### config.mk
export PLATFORM = sky130hd
export DESIGN_NAME = vga_timing
export DESIGN_NICKNAME = d
export VERILOG_FILES = /design/src/rtl/vga_pkg.sv /design/src/rtl/vga_axis_counter.sv /design/src/rtl/vga_timing.sv
export SDC_FILE = /design/constraint.sdc
export NUM_CORES = 1
export LEC_CHECK = 0
export ABC_AREA = 1
export CAP_MARGIN = 20
export CORE_UTILIZATION = 49
export DETAILED_ROUTE_END_ITERATION = 16
export GPL_ROUTABILITY_DRIVEN = 0
export PLACE_DENSITY = 0.72
export SYNTH_ARGS = -nofsm -noshare
export SYNTH_HDL_FRONTEND = slang
export SYNTH_SLANG_ARGS = --single-unit
### constraint.sdc
create_clock -name clk -period 1.35 [get_ports clk]
set_input_delay 0.135 -clock clk [delete_from_list [all_inputs] [get_ports clk]]
set_output_delay 0.135 -clock clk [all_outputs]
set_load 0.05 [all_outputs]
### src/rtl/vga_pkg.sv
// Shared definitions for the VGA raster timing generator: axis state encoding,
// default 800x480 timing constants and total-length derivation.
package vga_pkg;

  localparam int CNT_W = 11;

  typedef enum logic [1:0] {
    ACTIVE = 2'd0,
    FRONT  = 2'd1,
    SYNC   = 2'd2,
    BACK   = 2'd3
  } axis_state_t;

  localparam int DEF_H_ACTIVE = 800;
  localparam int DEF_H_FP     = 40;
  localparam int DEF_H_SYNC   = 48;
  localparam int DEF_H_BP     = 88;
  localparam int DEF_V_ACTIVE = 480;
  localparam int DEF_V_FP     = 13;
  localparam int DEF_V_SYNC   = 3;
  localparam int DEF_V_BP     = 32;

  function automatic int axis_total(input int active, input int fp, input int sync, input int bp);
    return active + fp + sync + bp;
  endfunction

  localparam int DEF_H_TOTAL = axis_total(DEF_H_ACTIVE, DEF_H_FP, DEF_H_SYNC, DEF_H_BP);
  localparam int DEF_V_TOTAL = axis_total(DEF_V_ACTIVE, DEF_V_FP, DEF_V_SYNC, DEF_V_BP);

endpackage

### src/rtl/vga_axis_counter.sv
// One raster axis: position counter with an ACTIVE/FRONT/SYNC/BACK state machine,
// raw sync/active decode and a wrap strobe for cascading into the next axis.
module vga_axis_counter
  import vga_pkg::*;
#(
  parameter int SEG_ACTIVE = DEF_H_ACTIVE,
  parameter int SEG_FP     = DEF_H_FP,
  parameter int SEG_SYNC   = DEF_H_SYNC,
  parameter int SEG_BP     = DEF_H_BP
) (
  input  logic             clk,
  input  logic             reset,
  input  logic             advance,
  output logic [CNT_W-1:0] count,
  output logic             wrap,
  output logic             sync_raw,
  output logic             active_raw
);

  localparam int TOTAL = axis_total(SEG_ACTIVE, SEG_FP, SEG_SYNC, SEG_BP);
  localparam logic [CNT_W-1:0] END_ACTIVE = CNT_W'(SEG_ACTIVE - 1);
  localparam logic [CNT_W-1:0] END_FRONT  = CNT_W'(SEG_ACTIVE + SEG_FP - 1);
  localparam logic [CNT_W-1:0] END_SYNC   = CNT_W'(SEG_ACTIVE + SEG_FP + SEG_SYNC - 1);
  localparam logic [CNT_W-1:0] END_BACK   = CNT_W'(TOTAL - 1);

  axis_state_t      state_reg, state_next;
  logic [CNT_W-1:0] count_reg, count_next;

  always_ff @(posedge clk or posedge reset) begin
    if (reset) begin
      state_reg <= ACTIVE;
      count_reg <= '0;
    end else begin
      state_reg <= state_next;
      count_reg <= count_next;
    end
  end

  // The state always names the region that count_reg currently sits in.
  always_comb begin
    state_next = state_reg;
    count_next = count_reg;
    wrap       = 1'b0;
    if (advance) begin
      count_next = count_reg + 1'b1;
      case (state_reg)
        ACTIVE: if (count_reg == END_ACTIVE) state_next = FRONT;
        FRONT:  if (count_reg == END_FRONT)  state_next = SYNC;
        SYNC:   if (count_reg == END_SYNC)   state_next = BACK;
        BACK: begin
          if (count_reg == END_BACK) begin
            state_next = ACTIVE;
            count_next = '0;
            wrap       = 1'b1;
          end
        end
        default: state_next = ACTIVE;
      endcase
    end
  end

  assign count      = count_reg;
  assign sync_raw   = (state_reg == SYNC);
  assign active_raw = (state_reg == ACTIVE);

endmodule

### src/rtl/vga_timing.sv
// 800x480 VGA raster timing: pixel counters plus hsync/vsync/de delayed to match
// frame-buffer read latency. Optional frame counter under VGA_TIMING_FRAME_CNT_EN.
module vga_timing
  import vga_pkg::*;
#(
  parameter int H_ACTIVE   = DEF_H_ACTIVE,
  parameter int H_FP       = DEF_H_FP,
  parameter int H_SYNC     = DEF_H_SYNC,
  parameter int H_BP       = DEF_H_BP,
  parameter int V_ACTIVE   = DEF_V_ACTIVE,
  parameter int V_FP       = DEF_V_FP,
  parameter int V_SYNC     = DEF_V_SYNC,
  parameter int V_BP       = DEF_V_BP,
  parameter bit HSYNC_POL  = 1'b0,
  parameter bit VSYNC_POL  = 1'b0,
  parameter int PIPE_DELAY = 1
) (
  input  logic             clk,
  input  logic             reset,
  output logic [CNT_W-1:0] vga_h,
  output logic [CNT_W-1:0] vga_v,
  output logic             hsync,
  output logic             vsync,
  output logic             de,
  output logic             line_start,
`ifdef VGA_TIMING_FRAME_CNT_EN
  output logic             frame_start,
  output logic [15:0]      frame_count
`else
  output logic             frame_start
`endif
);

  logic       run_reg;
  logic       h_wrap, h_sync, h_active;
  logic       v_wrap, v_sync, v_active;
  logic       line_start_reg, frame_start_reg;
  logic [2:0] raw_sigs;
  logic [2:0] dly_out;

  // Counters hold for one clock after reset release so (0,0) is presented with the strobes.
  always_ff @(posedge clk or posedge reset) begin
    if (reset) run_reg <= 1'b0;
    else       run_reg <= 1'b1;
  end

  vga_axis_counter #(
    .SEG_ACTIVE(H_ACTIVE), .SEG_FP(H_FP), .SEG_SYNC(H_SYNC), .SEG_BP(H_BP)
  ) u_h_axis (
    .clk(clk), .reset(reset), .advance(run_reg),
    .count(vga_h), .wrap(h_wrap), .sync_raw(h_sync), .active_raw(h_active)
  );

  vga_axis_counter #(
    .SEG_ACTIVE(V_ACTIVE), .SEG_FP(V_FP), .SEG_SYNC(V_SYNC), .SEG_BP(V_BP)
  ) u_v_axis (
    .clk(clk), .reset(reset), .advance(h_wrap),
    .count(vga_v), .wrap(v_wrap), .sync_raw(v_sync), .active_raw(v_active)
  );

  // Strobes are registered from the wrap that brings the counters to zero.
  always_ff @(posedge clk or posedge reset) begin
    if (reset) begin
      line_start_reg  <= 1'b0;
      frame_start_reg <= 1'b0;
    end else begin
      line_start_reg  <= !run_reg || h_wrap;
      frame_start_reg <= !run_reg || v_wrap;
    end
  end

  assign line_start  = line_start_reg;
  assign frame_start = frame_start_reg;

  assign raw_sigs = run_reg ? {h_sync, v_sync, h_active & v_active} : 3'b000;

  generate
    if (PIPE_DELAY == 0) begin : g_nodly
      assign dly_out = raw_sigs;
    end else begin : g_dly
      logic [2:0] stage_reg [PIPE_DELAY];
      always_ff @(posedge clk or posedge reset) begin
        if (reset) begin
          for (int i = 0; i < PIPE_DELAY; i++) stage_reg[i] <= 3'b000;
        end else begin
          stage_reg[0] <= raw_sigs;
          for (int i = 1; i < PIPE_DELAY; i++) stage_reg[i] <= stage_reg[i-1];
        end
      end
      assign dly_out = stage_reg[PIPE_DELAY-1];
    end
  endgenerate

  assign hsync = HSYNC_POL ? dly_out[2] : !dly_out[2];
  assign vsync = VSYNC_POL ? dly_out[1] : !dly_out[1];
  assign de    = dly_out[0];

`ifdef VGA_TIMING_FRAME_CNT_EN
  logic [15:0] frame_count_reg;
  always_ff @(posedge clk or posedge reset) begin
    if (reset)       frame_count_reg <= '0;
    else if (v_wrap) frame_count_reg <= frame_count_reg + 16'd1;
  end
  assign frame_count = frame_count_reg;
`endif

endmodule

==> results of run 1 <==
-- how the worst min path moves through the flow --
stage	startpoint	endpoint	cells past startpoint
floorplan	reset	dly_out[0]$_DFF_PP0_	1
global placement	reset	u_h_axis.count[7]$_DFFE_PP0P_	3
detailed placement	reset	u_h_axis.count[10]$_DFFE_PP0P_	3
CTS	reset	u_h_axis.count[10]$_DFFE_PP0P_	3
global route	reset	u_h_axis.count[9]$_DFFE_PP0P_	3
finish	reset	u_h_axis.count[8]$_DFFE_PP0P_	3
-- repair_timing --
action,in CTS,in global routing
pin swaps,7,16
resized for setup,20,31
buffers inserted,1,2
endpoints found under the setup margin,23,26
hold buffers,0,0
-- cell type report --
cell class | count | area [sq um] | area share
timing repair buffer | 73 | 912 | 0.280
clock buffer | 7 | 76.3 | 0.0234
inverter | 39 | 154 | 0.0472
multi-input combinational | 176 | 1230 | 0.377
sequential | 32 | 823 | 0.253
tap | 48 | 60.1 | 0.0184
clock inverter | 1 | 5.00 | 0.00154
-- critical path, stage by stage (launching register included) --
cell,delay (ns)
dfrtp_2,0.45
inv_2,0.11
ha_4,0.13
inv_1,0.04
nor2_1,0.11
nand3_1,0.08
nand2_1,0.09
nand2_2,0.06
nor2_4,0.15
nand2_2,0.08
nand2_1,0.07
nand2_1,0.05
-- kinds of logic (layout without fill, tap and decap cells) --
kind of cell               count (synthesis)  after routing
and+or+nand+nor                          131            131
other                                      1              1
buffers and inverters                     41            120
AOI/OAI and AO/OA                         23             23
DFF                                       32             32
xor gates and xnor gates                   9              9
adders and majority gates                 12             12
-- stage by stage --
stage | utilization | hold slack, ns | power (mW)
after global placement | 0.794 | 0.497 | 2.15
after detailed placement | 0.794 | 0.500 | 2.19
after global routing | 0.871 | 0.215 | 3.08
after floorplan | - | 0.250 | 1.65
final | 0.871 | 0.179 | 2.99
after CTS | 0.833 | 0.188 | 2.94
-- layer usage --
layer	GRT usage	share of wire	vias up
met2	0.492	0.54	87
li1	-	-	940
met3	0.0764	0.050	22
met4	0.120	0.036	0
met1	0.303	0.38	1023
met5	0	0	-
-- power by group --
group	switching, mW	internal, mW
Sequential	0.106	1.04
Clock	0.406	0.362
Combinational	0.595	0.482
-- cell usage in the layout, fill, tap and decap left out, drive strengths merged, types with 2 or more instances in the layout --
cell type and n:
nor2 27, ha 12, nand3 18, or2 2
inv 39, clkbuf 7, xnor2 2, o211ai 3
o21ai 14, buf 72, a21oi 5, nand4 4
xor2 7, nand2 71, dfrtp 32, nor3 8
==> metrics.yaml, run 1 <==
outcome:
  status: "finished, violations left"
  violations: "setup timing"
drt:
  drtPass1Iterations: 4
  drc: 0
  initialDrtViolationCount: 146
  postRouteAntennaNets: 0
  wl_um: 6540
  wl_per_cell_um: 17.4
  vias_per_cell: 5.51
  vias: 2072
cts:
  clock_path_buffers: 2
  cts_made_buffers: 5
  clk_pin_slew_worst_paths_ns: 0.08
  htree_levels: 2
  cts.sinks: 32
  cts_root_buf: "clkbuf_8"
  cts_tree: "built"
  clock_latency_ns: 0.30
yosys:
  synthSimpleGateAreaFrac: 0.324
  yosys-mux-area-fraction: 0
  synthXorXnorAreaFrac: 0.0402
  yosysSeqAreaShare: 0.409
  synth_nets: 263
  synth_top_family_by_area: "simple AND/OR/NAND/NOR gates"
  synth_top_flop_cell: "dfrtp_1"
  synth.avg_cell_area_sq_um: 7.87
  synth-edff-count: 0
  yosysTopAreaCellShare: 0.409
  synth_common_cells: "69 x nand2_1, 35 x inv_1, 32 x dfrtp_1"
  synth-compound-area-share: 0.0677
  synth_fa_ha_area_frac: 0.0766
  synth-async-reset-ratio: 1.00
  yosysTopAreaCell: "dfrtp_1"
  yosysMostFrequentCell: "nand2_1"
  ys_top_cells_by_area: "dfrtp_1 41%, nand2_1 13%, ha_1 7.7%"
  synth_cell_types: 30
  synth_warnings: 0
  synth_cells: 249
  syn_area_sq_um: 1960
  synth-seq-cells: 32
setup_path:
  path_max_fanout: 4
  rrSetupSlack_ns: -0.19
  worstReg2RegStart: "u_v_axis.count[1]$_DFFE_PP0P_"
  endpoint: "u_v_axis.state_reg[0]$_DFFE_PP0P_"
  r2r-end: "u_v_axis.state_reg[0]$_DFFE_PP0P_"
  arrival_ns: 1.72
  reg2reg_depth: 11
  worstSetupStartpointType: "flop"
  worst-setup-path-type: "reg2reg"
  cp.required_ns: 1.54
  cp-end-kind: "flop"
  crit_start: "u_v_axis.count[1]$_DFFE_PP0P_"
placement:
  dp_hpwl_um: 3840
  placed_area_sq_um: 2970
  port_buffers: 28
  post-place-ws_ns: -0.116
  dp.cells: 365
timing:
  fmaxAchievable_mhz: 651
  slew_violations: 0
  setup_viol: 23
  finalClockSkew_ns: 0.0124
  period_share: 1.14
  layout_min_cycle_time_ns: 1.54
  final_hold_viol_count: 0
  fin_setup_tns_ns: -2.07
  rsz0062_at_grt: "yes"
  final.setup.worst_slack_ns: -0.187
power:
  power-per-cell-area_nw_per_um2: 918
  p_leak_nw: 1.58
  vdd_drop_max_v: 0.000594
grt:
  grt.total_usage: 0.276
  grt_pass1_vias: 1956
  antenna_found_initial: 0
  grt_pass1_wl_um: 8720
  grt_max_degree: 33
  globalRouteOverflowTotal: 0
floorplan:
  die_h_um: 65.2
  fp.coreArea_sq_um: 3740
  die_w_um: 65.2
  io_pins: 29
  dieArea_sq_um: 4260
  num_rows: 22
  start_util: 0.523
layout:
  nNetsFinal: 341
  layout-drive-gt1-share: 0.488
  syn2layout_area_growth_pct: 66.3
  instances_no_fill: 376
  stdcell_area_sq_um: 3260
  diodes: 0
  fillers: 178
job:
  maxCapViolCount: 0
hold_path:
  hp-class: "in2async"
No activity file was read; power rests on OpenSTA's default activity.
==> run 2, diff against run 1 <==
HOLD_SLACK_MARGIN = 0.15   (was not set)
PLACE_DENSITY = not set   (was 0.72)
PLACE_DENSITY_LB_ADDON = 0.12   (was not set)
==> metrics.yaml, run 2 (synthesized netlist as in run 1, its figures left out) <==
cts:
  hold_buffers: 0  # unchanged
  cts_root_buf: "clkbuf_8"
  clock_latency_ns: 0.31  # about the same
  htree_levels: 2  # unchanged
  cts_tree: "built"
  cts_made_buffers: 5  # unchanged
  cts.sinks: 32  # unchanged
  clk_pin_slew_worst_paths_ns: 0.07  # about the same
  clock_path_buffers: 2  # unchanged
power:
  p_clk_frac: 0.252  # -0.005
  power-per-cell-area_nw_per_um2: 973  # +6.0%
  p_leak_nw: 1.65  # +4.2%
  comb_power_share: 0.404  # +0.044
  pwr-share-seq: 0.344  # -0.039
  vdd_drop_max_v: 0.00103  # +73%
  p_int_mw: 2.11  # +12%
  p_sw_mw: 1.27  # +15%
  switching_share: 0.376  # +0.00584
grt:
  globalRouteOverflowTotal: 0  # unchanged
  antenna_found_initial: 0  # unchanged
  grt_pass1_vias: 2257  # +15%
  grt_pass1_wl_um: 11200  # +28%
  grt.total_usage: 0.365  # +0.0891
  grt_max_degree: 33  # unchanged
timing:
  setup_viol: 27  # +17%
  layout_min_cycle_time_ns: 1.66  # +0.127 ns
  final_hold_viol_count: 0  # unchanged
  fmaxAchievable_mhz: 601  # -7.6%
  rsz0062_at_grt: "yes"
  slew_violations: 0  # unchanged
  finalClockSkew_ns: 0.00871  # -0.00369 ns
  final.setup.worst_slack_ns: -0.313  # -0.127 ns
  period_share: 1.23  # +0.0937
setup_path:
  worstSetupStartpointType: "flop"
  arrival_ns: 1.84  # +0.12 ns
  crit_path_max_incr_delay_ns: 0.45  # about the same
  path_common_cell: "nor3_1"
  path_max_fanout: 4  # unchanged
  crit_slowest_cell: "dfrtp_2"
  crit_chain: "buf_12 > nand3_1 > nor2_2 > nand3_2 > buf_4 > nor3_1 > nor3_1"
  critPathBufInv: 2  # unchanged
  worst-setup-path-type: "reg2reg"
  crit_family: "simple AND/OR/NAND/NOR gates"
  crit_start: "u_h_axis.count[1]$_DFFE_PP0P_"
  cp.required_ns: 1.53  # about the same
  rrSetupSlack_ns: -0.31  # -0.13 ns
  worstReg2RegStart: "u_h_axis.count[1]$_DFFE_PP0P_"
  cp-end-kind: "flop"
layout:
  syn2layout_area_growth_pct: 77.3
  stdcell_area_sq_um: 3470  # +6.6%
  fillers: 116  # -35%
  layout_common_cells: "49 x nand2_1, 49 x buf_4, 32 x inv_1, 29 x buf_12, 18 x dfrtp_2"
  diodes: 0  # unchanged
  instances_no_fill: 387  # +2.9%
  nNetsFinal: 353  # +3.5%
  layout-drive-gt1-share: 0.549  # +0.0609
drt:
  wl_per_cell_um: 22.8  # +31%
  drc: 0  # unchanged
  vias: 2409  # +16%
  vias_per_cell: 6.22  # +13%
  initialDrtViolationCount: 322  # +120%
  postRouteAntennaNets: 0  # unchanged
  wl_um: 8820  # +35%
  drtPass1Iterations: 5  # +1
floorplan:
  fp.coreArea_sq_um: 3740  # unchanged
  io_pins: 29  # unchanged
  die_w_um: 65.2  # unchanged
  die_h_um: 65.2  # unchanged
  dieArea_sq_um: 4260  # unchanged
  start_util: 0.523  # unchanged
  num_rows: 22  # unchanged
placement:
  dp.cells: 367  # +0.55%
  port_buffers: 28  # unchanged
  placed_area_sq_um: 2990  # +0.51%
  dp_hpwl_um: 3860  # +0.52%
job:
  maxCapViolCount: 0  # unchanged
outcome:
  status: "finished, violations left"
  violations: "setup timing"
hold_path:
  hp-class: "in2async"
[run 2: repair_timing]
action / CTS / global route
gates cloned: 1 / 0
buffers inserted: 8 / 4
endpoints found under the setup margin: 21 / 26
resized for setup: 37 / 40
pin swaps: 21 / 10
[run 2: power by group through the flow]
stage | Sequential (mW) | Combinational (mW) | Clock, mW
floorplan | 1.40 | 0.253 | 0
CTS | 1.13 | 1.14 | 0.838
finish | 1.16 | 1.37 | 0.851
global placement | 1.15 | 1.01 | 0
global route | 1.16 | 1.41 | 0.886
detailed placement | 1.15 | 1.03 | 0
[run 2: final timing paths]
| check | end | cells past startpoint |
|---|---|---|
| worst min register to register | u_v_axis.count[5]$_DFFE_PP0P_ | 1 |
| worst max-delay path | u_h_axis.count[9]$_DFFE_PP0P_ | 7 |
| worst max register to register | u_h_axis.count[9]$_DFFE_PP0P_ | 7 |
| worst min-delay path | u_v_axis.count[2]$_DFFE_PP0P_ | 3 |
| min in group clk | u_v_axis.count[5]$_DFFE_PP0P_ | 1 |
| max in group asynchronous | u_h_axis.count[1]$_DFFE_PP0P_ | 3 |
[run 2: layout make-up]
class / instances / area, sq um / area share
repair inverters: 1 / 6.26 / 0.00180
flip-flops and latches: 32 / 823 / 0.237
repair buffers: 84 / 1010 / 0.292
multi-input cells: 176 / 1320 / 0.379
well taps: 48 / 60.1 / 0.0173
clock buffers: 7 / 96.3 / 0.0277
inverters: 39 / 156 / 0.0450
[run 2: stage by stage]
| stage | power (mW) | hold WS, ns | setup TNS [ns] | setup slack [ns] | util |
|---|---|---|---|---|---|
| after floorplan | 1.65 | 0.250 | -3.35 | -0.248 | - |
| after global placement | 2.16 | 0.494 | -0.272 | -0.0507 | 0.798 |
| after detailed placement | 2.18 | 0.511 | -0.914 | -0.162 | 0.798 |
| after CTS | 3.11 | 0.205 | -0.802 | -0.0863 | 0.875 |
| after global routing | 3.45 | 0.212 | -6.42 | -0.338 | 0.928 |
| final | 3.38 | 0.178 | -5.37 | -0.313 | 0.928 |
[run 2: worst reg2reg max path, cell delays in order, from the launching register on]
cell     delay (ns)
dfrtp_2        0.45
buf_12         0.13
nand3_1        0.14
nor2_2         0.18
nand3_2        0.14
buf_4          0.17
nor3_1         0.23
nor3_1         0.11
[run 2: layer usage]
| layer | global-route usage | routed length (um) | vias to the layer above |
|---|---|---|---|
| li1 | - | - | 967 |
| met3 | 0.113 | 982 | 94 |
| met2 | 0.577 | 3980 | 232 |
| met1 | 0.410 | 3120 | 1116 |
| met5 | 0 | 0 | - |
| met4 | 0.272 | 731 | 0 |
